[src/rtl/tap_pulse_generator.sv]
// Push-button front end: synchronizer, debounce, rising-edge detect and a
// tap request that is held until a game tick consumes it (one tap per press).
module tap_pulse_generator #(
    parameter int DEBOUNCE_CYCLES = 250000,
    parameter int CNT_W           = 18,
    parameter bit ACTIVE_LOW      = 1'b1
) (
    input  logic       clk,
    input  logic       reset,
    input  logic       key_in,
    input  logic       game_tick,
    output logic       tap,
    output logic       key_level,
    output logic [7:0] press_count
);

    // Synchronizer reset value is the released level so raw starts at 0.
    localparam logic             IDLE_LEVEL = ACTIVE_LOW;
    localparam logic [CNT_W-1:0] CNT_MAX    = CNT_W'(DEBOUNCE_CYCLES - 1);

    typedef enum logic [1:0] {
        IDLE    = 2'b00,
        PENDING = 2'b01,
        HELD    = 2'b10
    } state_t;

    logic             sync1_r;
    logic             sync2_r;
    logic             raw_s;
    logic [CNT_W-1:0] cnt_r;
    logic             level_r;
    logic             level_d_r;
    logic             rise_s;
    state_t           state_r;
    state_t           state_next_s;
    logic             count_inc_s;
    logic             tap_r;
    logic [7:0]       count_r;

    // Two-flop synchronizer for the asynchronous button.
    always_ff @(posedge clk) begin
        if (reset) begin
            sync1_r <= IDLE_LEVEL;
            sync2_r <= IDLE_LEVEL;
        end else begin
            sync1_r <= key_in;
            sync2_r <= sync1_r;
        end
    end

    assign raw_s = ACTIVE_LOW ? ~sync2_r : sync2_r;

    // Debounce: a new level must persist DEBOUNCE_CYCLES consecutive cycles.
    always_ff @(posedge clk) begin
        if (reset) begin
            cnt_r   <= {CNT_W{1'b0}};
            level_r <= 1'b0;
        end else if (raw_s == level_r) begin
            cnt_r   <= {CNT_W{1'b0}};
            level_r <= level_r;
        end else if (cnt_r == CNT_MAX) begin
            cnt_r   <= {CNT_W{1'b0}};
            level_r <= raw_s;
        end else begin
            cnt_r   <= cnt_r + CNT_W'(1);
            level_r <= level_r;
        end
    end

    // Delayed copy of the debounced level for rising-edge detection.
    always_ff @(posedge clk) begin
        if (reset) begin
            level_d_r <= 1'b0;
        end else begin
            level_d_r <= level_r;
        end
    end

    assign rise_s = level_r & ~level_d_r;

    // State register with registered tap and press counter.
    always_ff @(posedge clk) begin
        if (reset) begin
            state_r <= IDLE;
            tap_r   <= 1'b0;
            count_r <= 8'd0;
        end else begin
            state_r <= state_next_s;
            tap_r   <= (state_next_s == PENDING);
            if (count_inc_s) begin
                count_r <= count_r + 8'd1;
            end else begin
                count_r <= count_r;
            end
        end
    end

    // Next-state logic; a rise while PENDING is coalesced into the open request.
    always_comb begin
        state_next_s = state_r;
        count_inc_s  = 1'b0;
        case (state_r)
            IDLE: begin
                if (rise_s) begin
                    state_next_s = PENDING;
                    count_inc_s  = 1'b1;
                end else begin
                    state_next_s = IDLE;
                end
            end
            PENDING: begin
                if (game_tick) begin
                    state_next_s = HELD;
                end else begin
                    state_next_s = PENDING;
                end
            end
            HELD: begin
                if (!level_r) begin
                    state_next_s = IDLE;
                end else begin
                    state_next_s = HELD;
                end
            end
            default: begin
                state_next_s = IDLE;
            end
        endcase
    end

    assign tap         = tap_r;
    assign key_level   = level_r;
    assign press_count = count_r;

endmodule

[config.mk]
export PLATFORM = sky130hd
export DESIGN_NAME = tap_pulse_generator
export DESIGN_NICKNAME = d
export VERILOG_FILES = /design/src/rtl/tap_pulse_generator.sv
export SDC_FILE = /design/constraint.sdc
export NUM_CORES = 1
export LEC_CHECK = 0
export CAP_MARGIN = 10
export CORE_MARGIN = 4
export CORE_UTILIZATION = 45
export CTS_CLUSTER_DIAMETER = 100
export CTS_CLUSTER_SIZE = 28
export DETAILED_ROUTE_END_ITERATION = 7
export GPL_TIMING_DRIVEN = 0
export PLACE_DENSITY = 0.65
export SYNTH_ARGS = -nofsm -noshare
export SYNTH_HDL_FRONTEND = slang
export SYNTH_SLANG_ARGS = --single-unit
export TNS_END_PERCENT = 50
[constraint.sdc]
create_clock -name clk -period 1.95 [get_ports clk]
set_input_delay 0.39 -clock clk [delete_from_list [all_inputs] [get_ports clk]]
set_output_delay 0.39 -clock clk [all_outputs]
set_load 0.01 [all_outputs]
==> flow_summary.json, run 1 <==
{
  "vias": 1089,
  "wl_met3_um": 87,
  "powerDensity_mw_per_mm2": 725,
  "clock_tree.buffer_depth": 2,
  "reg2reg_depth": 4,
  "path_class": "reg -> reg",
  "m1WireLength_um": 1240,
  "synth_xor_area_share_pct": 14.2,
  "status": "complete, no violations",
  "layout.cells.non_filler": 217,
  "portBuffers": 12,
  "cts_tree": "done",
  "gp_congestion": 0.804,
  "slew_viol_final": 0,
  "grt_pass1_wl_um": 4590,
  "numPlacedInstances": 207,
  "initialDrtViolationCount": 35,
  "cts_repair_resize_count": 0,
  "areaGrowthSynthToFinish_pct": 19.5,
  "final.setup.tns_ps": 0,
  "cts.root.buffer_cell": "clkbuf_4",
  "clk_pin_slew_ps": 100,
  "cts_sinks": 33,
  "wire_per_inst_um": 11.7,
  "hold_viol_final": 0,
  "synth_cell_types": 28,
  "hold_class": "in -> reg",
  "drive_gt1_share_pct": 9.25,
  "layout_min_cycle_time_ps": 1840,
  "overflow": 0,
  "die_x_um": 64.1,
  "cp.required_ps": 2180,
  "synth_area_leader_cell": "dfxtp_1",
  "firstDrtPassIters": 4,
  "min_path_cells": 2,
  "synthSimpleGateAreaFrac_pct": 30.4,
  "setup_viol": 0,
  "synth_cells": 151,
  "final.period_utilization_pct": 94.2,
  "synth-compound-area-share_pct": 3.27,
  "highest_layer": "met4",
  "crit_arrival_ps": 2070,
  "wl_met2_um": 1190,
  "placed_cell_area_mm2": 0.00159,
  "synth-main-ff-cell": "dfxtp_1",
  "clk_latency_ps": 330,
  "path_max_fanout": 5,
  "tightest_slew_ps": 567,
  "grt_pass1_vias": 1073,
  "synthDominantCellAreaShare_pct": 46.7,
  "drt_drc_violations_left": 0,
  "startpoint_type": "register",
  "antenna_found_initial": 0,
  "nNetsFinal": 178,
  "synth_mux_area_share_pct": 1.50,
  "design_area_mm2": 0.00169,
  "place_hpwl_um": 1850,
  "cp-end-kind": "register",
  "drtAntennaViolNets": 0,
  "slew_headroom_pct": 62.1,
  "r2r_slack_ps": 110,
  "yosys_warnings": 0,
  "grtUsageTotal_pct": 14.1,
  "post-route-util_pct": 55.8,
  "p_leak_nw": 0.539,
  "core_mm2": 0.00303,
  "final.setup_skew_ps": 13.3,
  "cts_htree_levels": 2,
  "syn_area_mm2": 0.00142,
  "synth_area_leaders": "dfxtp_1, nor2_1, xor2_1",
  "vdd_drop_max_mv": 0.489,
  "ys_seq_area_share_pct": 46.7,
  "maxCapViolations": 0,
  "viasPerCell": 5.02,
  "num_antenna_cells": 0,
  "cts_buffers": 5,
  "die_h_um": 64.1,
  "nFillCells": 291,
  "design.die.area_mm2": 0.00411,
  "io_pins": 14,
  "ys_ff_latch": 33,
  "fmax_mhz": 544,
  "final_cell_mix": "nor2_1, dfxtp_1, xor2_1, clkdlybuf4s50_1, xnor2_1",
  "synth_edf_count": 0,
  "grt_max_degree": 11,
  "avgSynthCellArea_um2": 9.37,
  "synth-adder-area-share_pct": 1.77,
  "syn-num-nets": 157,
  "async_flop_share_pct": 0,
  "drt-total-wl_um": 2550,
  "synth_top_family_by_area": "simple AND/OR/NAND/NOR gates",
  "initial_core_util_pct": 46.7,
  "total_power_mw": 1.23,
  "num_rows": 20
}
## where the power goes
part | internal (mW) | switching [mW]
clock network | 0.306 | 0.221
logic | 0.00962 | 0.0107
registers | 0.676 | 0.00152
## sequential cells by signal (all words and copies together), names as in the netlist
register	flops
cnt_r	18
press_count	8
state_r	2
key_level	1
level_d_r	1
sync1_r	1
sync2_r	1
tap	1
## synthesized netlist by cell type, drive strengths merged (2+ instances only)
master / instances
nor3: 2
clkbuf: 2
nor2: 33
nand3b: 2
xor2: 12
ha: 2
or2: 2
o41ai: 2
dfxtp: 33
nor4: 9
a21oi: 2
inv: 3
and2: 2
xnor2: 11
nand2: 6
nand4: 8
and4: 2
nand3: 10
## worst paths after layout
path | from | endpoint
hold reg to reg | sync1_r | sync2_r
setup reg to reg | cnt_r[0] | key_level
setup / recovery | cnt_r[0] | key_level
hold / removal | reset | state_r[1]
## stage by stage
| step | setup WS (ps) | hold slack [ps] |
|---|---|---|
| after floorplan | 324 | 389 |
| after global placement | 50.5 | 398 |
| after detailed placement | 29.4 | 398 |
| after CTS | 60.1 | 384 |
| after global routing | -1.62 | 387 |
| final | 113 | 391 |
## logic make-up after synthesis
family	count (synthesis)
adder cells (fa/ha/maj)	2
XOR/XNOR	23
flip-flops	33
buffers and inverters	6
AND/OR/NAND/NOR	81
AO/OA/AOI/OAI	4
multiplexers	2
## layer usage
| metal | global-route usage, % | vias to the layer above |
|---|---|---|
| li1 | - | 564 |
| met1 | 17.2 | 507 |
| met2 | 22.6 | 14 |
| met3 | 5.62 | 4 |
| met4 | 4.58 | 0 |
| met5 | 0 | - |
## layout make-up
| type | count | area [um2] | share of cell area, % |
|---|---|---|---|
| flip-flops and latches | 33 | 661 | 39.1 |
| multi-input cells | 112 | 724 | 42.9 |
| plain buffers | 3 | 18.8 | 1.11 |
| repair buffers | 14 | 135 | 7.99 |
| well taps | 44 | 55.1 | 3.26 |
| clock inverters | 1 | 30.0 | 1.78 |
| clock buffers | 7 | 55.1 | 3.26 |
| inverters | 3 | 11.3 | 0.666 |
## critical path, stage by stage, from the launching register on
cell and delay, ps:
dfxtp_1 420, ha_1 320, nand3_1 220, nor4_1 400
mux2_2 370
## what timing repair did
action	4_1_cts	5_1_grt
setup buffers	0	2
cloned	0	0
hold buffers	0	0
pin swaps	1	1
setup endpoints to repair	7	10
No activity file was read; power rests on OpenSTA's default activity.
==> inputs of run 2 (changes only) <==
CTS_CLUSTER_SIZE = 10   (was 28)
SLEW_MARGIN = 15   (was default)
==> results of run 2 <==
Final layout, timing and power as in run 1 (identical DEF).
